File: src/rtl/sum_accumulator_if.sv
// Handshake bundle between the adder-side producer, the accumulator and the block-sum consumer.
// The producer/consumer side uses the master modport and the accumulator uses the slave modport.
interface sum_accumulator_if #(
  parameter int N     = 4,
  parameter int ACC_W = 8
);
  logic [N:0]       in_total;
  logic             in_valid;
  logic             in_ready;
  logic [ACC_W-1:0] out_sum;
  logic             out_sat;
  logic             out_valid;
  logic             out_ready;

  modport master (
    output in_total, in_valid, out_ready,
    input  in_ready, out_sum, out_sat, out_valid
  );

  modport slave (
    input  in_total, in_valid, out_ready,
    output in_ready, out_sum, out_sat, out_valid
  );
endinterface

File: src/rtl/sum_accumulator.sv
// Saturating block accumulator: sums COUNT adder results, then holds the block sum
// on a valid/ready port until it is taken, and then starts the next block.
module sum_accumulator #(
  parameter int N     = 4,
  parameter int COUNT = 8,
  parameter int ACC_W = 8
) (
  input  logic               clk,
  input  logic               rst_n,
  input  logic               clear,
  sum_accumulator_if.slave   bus
);
  localparam int CNT_W = $clog2(COUNT + 1);

  typedef enum logic {
    ACCUM = 1'b0,
    HOLD  = 1'b1
  } state_e;

  state_e           state_q;
  logic [ACC_W-1:0] acc_q;
  logic [ACC_W-1:0] acc_d;
  logic [CNT_W-1:0] cnt_q;
  logic             sat_q;
  logic             sat_d;
  logic [ACC_W-1:0] out_sum_q;
  logic             out_sat_q;
  logic             out_valid_q;
  logic [ACC_W:0]   sum_full;
  logic             accept;
  logic             last;

  assign bus.in_ready  = (state_q == ACCUM) && !clear && rst_n;
  assign bus.out_sum   = out_sum_q;
  assign bus.out_sat   = out_sat_q;
  assign bus.out_valid = out_valid_q;

  assign accept = bus.in_valid && bus.in_ready;
  assign last   = (cnt_q == CNT_W'(COUNT - 1));

  // The extra top bit of the full-width sum flags overflow; an all-ones acc stays pinned.
  always_comb begin
    sum_full = {1'b0, acc_q} + (ACC_W + 1)'(bus.in_total);
    acc_d    = sum_full[ACC_W-1:0];
    sat_d    = sat_q;
    if (sum_full[ACC_W]) begin
      acc_d = '1;
      sat_d = 1'b1;
    end
  end

  always_ff @(posedge clk or negedge rst_n) begin
    if (!rst_n) begin
      state_q     <= ACCUM;
      acc_q       <= '0;
      cnt_q       <= '0;
      sat_q       <= 1'b0;
      out_sum_q   <= '0;
      out_sat_q   <= 1'b0;
      out_valid_q <= 1'b0;
    end else if (clear) begin
      state_q     <= ACCUM;
      acc_q       <= '0;
      cnt_q       <= '0;
      sat_q       <= 1'b0;
      out_valid_q <= 1'b0;
    end else begin
      case (state_q)
        ACCUM: begin
          if (accept) begin
            if (last) begin
              out_sum_q   <= acc_d;
              out_sat_q   <= sat_d;
              out_valid_q <= 1'b1;
              state_q     <= HOLD;
              acc_q       <= '0;
              cnt_q       <= '0;
              sat_q       <= 1'b0;
            end else begin
              acc_q <= acc_d;
              sat_q <= sat_d;
              cnt_q <= cnt_q + CNT_W'(1);
            end
          end
        end
        HOLD: begin
          if (out_valid_q && bus.out_ready) begin
            out_valid_q <= 1'b0;
            state_q     <= ACCUM;
          end
        end
        default: state_q <= ACCUM;
      endcase
    end
  end
endmodule

File: src/flat_wrapper.sv
// flat-port wrapper written by rule: the top's interface ports become plain ports
module sum_accumulator_flat 
#(
  parameter int N     = 4,
  parameter int COUNT = 8,
  parameter int ACC_W = 8
)
  (clk, rst_n, clear, bus_in_total, bus_in_valid, bus_out_ready, bus_in_ready, bus_out_sum, bus_out_sat, bus_out_valid);
  sum_accumulator_if #(.N(N), .ACC_W(ACC_W)) bus_i ();
  input  logic clk;
  input  logic rst_n;
  input  logic clear;
  input wire logic [$bits(bus_i.in_total)-1:0] bus_in_total;
  input wire logic [$bits(bus_i.in_valid)-1:0] bus_in_valid;
  input wire logic [$bits(bus_i.out_ready)-1:0] bus_out_ready;
  output wire logic [$bits(bus_i.in_ready)-1:0] bus_in_ready;
  output wire logic [$bits(bus_i.out_sum)-1:0] bus_out_sum;
  output wire logic [$bits(bus_i.out_sat)-1:0] bus_out_sat;
  output wire logic [$bits(bus_i.out_valid)-1:0] bus_out_valid;
  assign bus_i.in_total = bus_in_total;
  assign bus_i.in_valid = bus_in_valid;
  assign bus_i.out_ready = bus_out_ready;
  assign bus_in_ready = bus_i.in_ready;
  assign bus_out_sum = bus_i.out_sum;
  assign bus_out_sat = bus_i.out_sat;
  assign bus_out_valid = bus_i.out_valid;
  sum_accumulator #(.N(N), .COUNT(COUNT), .ACC_W(ACC_W)) u_core (.clk(clk), .rst_n(rst_n), .clear(clear), .bus(bus_i));
endmodule
File: config.mk
export PLATFORM = sky130hd
export DESIGN_NAME = sum_accumulator_flat
export DESIGN_NICKNAME = d
export VERILOG_FILES = /design/src/rtl/sum_accumulator_if.sv /design/src/rtl/sum_accumulator.sv /design/src/flat_wrapper.sv
export SDC_FILE = /design/constraint.sdc
export NUM_CORES = 1
export LEC_CHECK = 0
export ABC_AREA = 1
export BUFFER_PORTS_ARGS = -buffer_cell sky130_fd_sc_hd__buf_4
export CAP_MARGIN = 5
export CORE_ASPECT_RATIO = 1.25
export CORE_MARGIN = 1.5
export CORE_UTILIZATION = 50
export CTS_CLUSTER_SIZE = 16
export DETAILED_ROUTE_END_ITERATION = 8
export PLACE_DENSITY = 0.72
export SLEW_MARGIN = 30
export SYNTH_ARGS = -nofsm -noshare
export SYNTH_HDL_FRONTEND = slang
export SYNTH_SLANG_ARGS = --single-unit
File: constraint.sdc
create_clock -name clk -period 2.1 [get_ports clk]
set_clock_uncertainty 0.2 [all_clocks]
set_input_delay 0.105 -clock clk [delete_from_list [all_inputs] [get_ports clk]]
set_output_delay 0.105 -clock clk [all_outputs]
set_load 0.01 [all_outputs]
======== Word-level counts from Yosys, hierarchy flattened ========
Index checks and enable logic that the tools add are counted.
word-level totals
  output and inout port bits .............. 11
  input bits .............................. 10
  word-level logic and storage cells ...... 49
  register bits after elaboration ......... 24
operators by class
  bitwise operators ....................... 2
  mux-type cells .......................... 24
  eq/ne operators ......................... 5
  add/subtract/negate cells ............... 2
  reductions and logical operators ........ 9
operators by type and width
  kind                 number
  $mux 8               5
  $mux 4               4
  $mux 1               13
  $add 8x5->9          1
  $ne 3x2->1 const B   2
  $add 4x1->4 const B  1
  $eq 4x3->1 const B   1
  $logic_and 1x1->1    4
  $pmux 1 s2           2
  $reduce_and 4->1     1
  $ne 3x3->1 const B   1
  $reduce_and 3->1     1
  $ne 2x2->1 const B   1
  $not 1->1            2
  $reduce_and 2->1     1
  $reduce_bool 2->1    1
  $logic_not 1->1      1

======== Logic depth before layout (Yosys ltp) ========
  depth in word-level cells ............... 7
  gate-level depth with buffers ........... 10

======== Least setup slack after synthesis ========
OpenSTA, ideal clock, no wires.
  kind .................................... flip-flop to flip-flop
  start point ............................. register u_core.acc_q[0]
  end point ............................... register u_core.acc_q[1]
  arrival time ............................ 1.589 ns
  stages on the path, launching flop included .. 10
  data required time ...................... 1.783 ns
  period minus slack after synthesis ...... 1.906 ns
  path slack .............................. 0.194 ns
  cells stage by stage .................... dfrtp_1 > ha_1 > fa_1 > nand2_1 > nand2_1 > nand3_1 > nand2_1 > or2_1 > nand2_1 > nand2_1
on the way
  cells in the longest elaborated chain, start to end .. 6
ends and longest elaborated chain
  element                   RTL line               text
  start: declaration        sum_accumulator.sv:21  logic [ACC_W-1:0] acc_q;
  start signal: assignment  sum_accumulator.sv:55  acc_q <= '0;
  start signal: assignment  sum_accumulator.sv:63  acc_q <= '0;
  start signal: assignment  sum_accumulator.sv:76  acc_q <= '0;
  $add 8x5->9               sum_accumulator.sv:43  sum_full = {1'b0, acc_q} + (ACC_W + 1)'(bus.in_total);
  $mux 8                    sum_accumulator.sv:46  if (sum_full[ACC_W]) begin
  $mux 8                    sum_accumulator.sv:71  if (last) begin
  $mux 8                    sum_accumulator.sv:70  if (accept) begin
  $mux 8                    sum_accumulator.sv:68  case (state_q)
  $mux 8                    sum_accumulator.sv:61  end else if (clear) begin
Every way passes these cells. The select of a mux whose other input is x is not followed.
A chain may end at the register's enable or synchronous reset.

======== Worst setup path after layout ========
  start point ............................. register u_core.acc_q[0]
  end point ............................... register u_core.out_sum_q[1] (netlist: u_core.bus.out_sum[1])
on the way
  cells in the longest elaborated chain, start to end .. 2
ends and longest elaborated chain
  element                 RTL line               text
  $add 8x5->9             sum_accumulator.sv:43
  $mux 8                  sum_accumulator.sv:46
  end signal: assignment  sum_accumulator.sv:58  out_sum_q <= '0;
  end signal: assignment  sum_accumulator.sv:72  out_sum_q <= acc_d;
  end: declaration        sum_accumulator.sv:26  logic [ACC_W-1:0] out_sum_q;
Every way passes these cells.

==> metrics <==
status finished clean; startpoint class of the critical path flop; initial antenna violation count 0; worst-margin pin slew 0.350 ns; Routed Antenna Nets 0; peak per-stage delay on the critical path 0.40 ns; First-pass DRT Iterations 4; clk root buf clkbuf_4; RD Place Congestion 0.826; Tcrit/Tclk final 95.9%; Adder-Cell Fraction of Synth Area 7.02%; Netlist cell types 24; CTS Buf Count 3; Static Leak 0.934 nW; vias 1,168; Ys Warns 0; gr usage total 20.9%; Design Area, Final 1620 um^2; crit path DAT 2.03 ns; crit-path max FO 8; Final setup viols 0; HP Class in -> reg; WL/cell 12.5 um; I/O Buffers 20; Die H 61.2 um; initial core utilization 54.1%; commonest cells after routing, fill and taps aside 68 x nand2_1, 24 x dfrtp_1, 22 x buf_4, 12 x nand3_1, 10 x inv_1; H-tree Lvls 1; number of synthesized register bits 24; Post-Route WL 2.86 mm; Buf+Inv Stages, Crit Path 0; Post-DP Area 1530 um^2; FP Rows 20; final-report hold violation count 0; Rel. slew slack 76.6%; largest family of logic cells by synthesized area simple AND/OR/NAND/NOR gates; critical path required time 2.12 ns; CTS tree built; Die Area 3030 um^2; io pins 21; CTS max path bufs 2; Initial DRC Count 28; simple-gate share of the synthesized area 35.2%; syn nets 186; core area 2500 um^2; gr ovfl total 0; DP HPWL 2.08 mm; Final nets 215; Worst path top cell family by delay simple AND/OR/NAND/NOR gates; vias in the first global route 1,131; min Tclk post-route 2.01 ns; synth-to-layout area growth 19.7%; synthesized area 1350 um^2; Cell Pwr Density 516 nW/um^2; CP cell instances ha_1 > fa_1 > nand2_1 > nand2_2 > nand3_2 > nand2_4 > or2_1 > nand2_1 > nand2_1; fmax 496 MHz; proportion of layout cells with a drive suffix above 1 19.9%; multiplexer share of the synthesized area 0%; Crit Path Category reg -> reg; drt via density 5.10; # Max-Cap Violations 0; CTS sink count 24; ANT cells 0; Max Transition Viols Final 0; DRC Markers 0; Post-Syn Instances 169; commonest non-fill, non-tap cell in the layout nand2_1; CP Capture Type flop; first-pass GRT wire length 4.74 mm; post-synthesis sequential area ratio 44.4%; CP most frequent cell nand2_1; Slowest-stage cell, CP dfrtp_1; worst skew pair latency 0.31 ns; largest net degree at the start of global routing 25; hold_ws 0.0401 ns; Synth Area in Compound Gates 5.36%; VDD IR-drop max 0.363 mV; XOR/XNOR Fraction of Synth Area 1.94%; Die X 49.5 um; syn avg cell area 8.01 um^2; clock-pin slew on the worst setup and hold paths 0.12 ns
what timing repair did:
action	CTS	global route
endpoints found under the hold margin	29	0
pin swaps	0	1
endpoints found under the setup margin	2	14
hold buffers	5	0
setup buffers	0	1
gates resized for setup	1	4
final timing paths:
| kind | slack, ns | to | start | cells past startpoint |
|---|---|---|---|---|
| setup / recovery | 0.09 | u_core.bus.out_sum[1]$_DFFE_PN0P_ | u_core.acc_q[0]$_DFFE_PN0P_ | 9 |
| max in group asynchronous | 1.36 | u_core.bus.out_sum[4]$_DFFE_PN0P_ | rst_n | 3 |
| setup reg to reg | 0.09 | u_core.bus.out_sum[1]$_DFFE_PN0P_ | u_core.acc_q[0]$_DFFE_PN0P_ | 9 |
| hold reg to reg | 0.30 | u_core.bus.out_sum[0]$_DFFE_PN0P_ | u_core.bus.out_sum[0]$_DFFE_PN0P_ | 2 |
| hold / removal | 0.04 | u_core.acc_q[0]$_DFFE_PN0P_ | bus_in_total[0] | 5 |
| min in group asynchronous | 0.10 | u_core.bus.out_valid$_DFFE_PN0P_ | rst_n | 3 |
Yosys cell counts:
library cell,n,area (um^2)
o21bai_1,1,7.51
xnor2_1,2,17.5
o21ai_0,5,25.0
dfrtp_1,24,601
buf_6,2,22.5
inv_2,2,7.51
inv_4,1,6.26
nand3_1,13,65.1
nand2_1,70,263
inv_1,11,41.3
ha_1,6,75.1
a21oi_1,3,15.0
nand2_4,1,11.3
fa_1,1,20.0
o21ai_1,5,25.0
or2_1,3,18.8
xor2_1,1,8.76
nand4_1,2,12.5
nor2_1,9,33.8
or2_4,1,8.76
nor2_8,2,40.0
nor2_4,1,11.3
or2_2,2,12.5
buf_2,1,5.00
tightest hold or removal path: stages:
cell and delay, ns:
buf_4 0.08, ha_1 0.12, or2_1 0.11, nand2_1 0.06, nand2_1 0.06
layer usage:
metal  wire [um]  up-vias  global-route usage [%]
met5           0        -                       0
met4          49        0                    9.52
met2        1550       25                    41.7
li1            -      588                       -
met3          65        5                    1.46
met1        1200      550                    22.7
per-stage QoR:
| stage | setup slack (ns) | cells | setup TNS [ns] | util, % | power (mW) |
|---|---|---|---|---|---|
| floorplan | 0.194 | 169 | 0 | - | 0.583 |
| global placement | 0.0776 | 220 | 0 | 61.0 | 0.630 |
| detailed placement | 0.0103 | 220 | 0 | 61.0 | 0.634 |
| CTS | 0.0469 | 228 | 0 | 63.9 | 0.839 |
| global route | -0.0182 | 229 | -0.0427 | 64.8 | 0.878 |
| finish | 0.0851 | 229 | 0 | 64.8 | 0.836 |
flip-flops by register name, indices dropped and copies added (netlist names):
name / count
u_core.acc_q: 8
u_core.cnt_q: 4
u_core.bus.out_valid: 1
u_core.state_q: 1
u_core.bus.out_sat: 1
u_core.sat_q: 1
u_core.bus.out_sum: 8
cell families after synthesis:
group,after synthesis
compound gates,14
xor+xnor,3
fa+ha+maj,7
buf+inv,17
flops,24
simple gates,104
area by class of cell:
cell class	count	area, um^2
fillers	242	882
repair buffers	27	215
multi-input cells	128	686
inverters	14	55.1
well taps	33	41.3
clock buffers	3	22.5
flip-flops and latches	24	601
power breakdown:
group / switching, mW / total (mW) / leakage, nW / internal [mW]
Combinational: 0.0841 / 0.150 / 0.590 / 0.0658
Clock: 0.132 / 0.199 / 0.0138 / 0.0672
Sequential: 0.0114 / 0.488 / 0.330 / 0.476
Total: 0.227 / 0.836 / 0.934 / 0.609
Power figures use the tool's default switching activity.
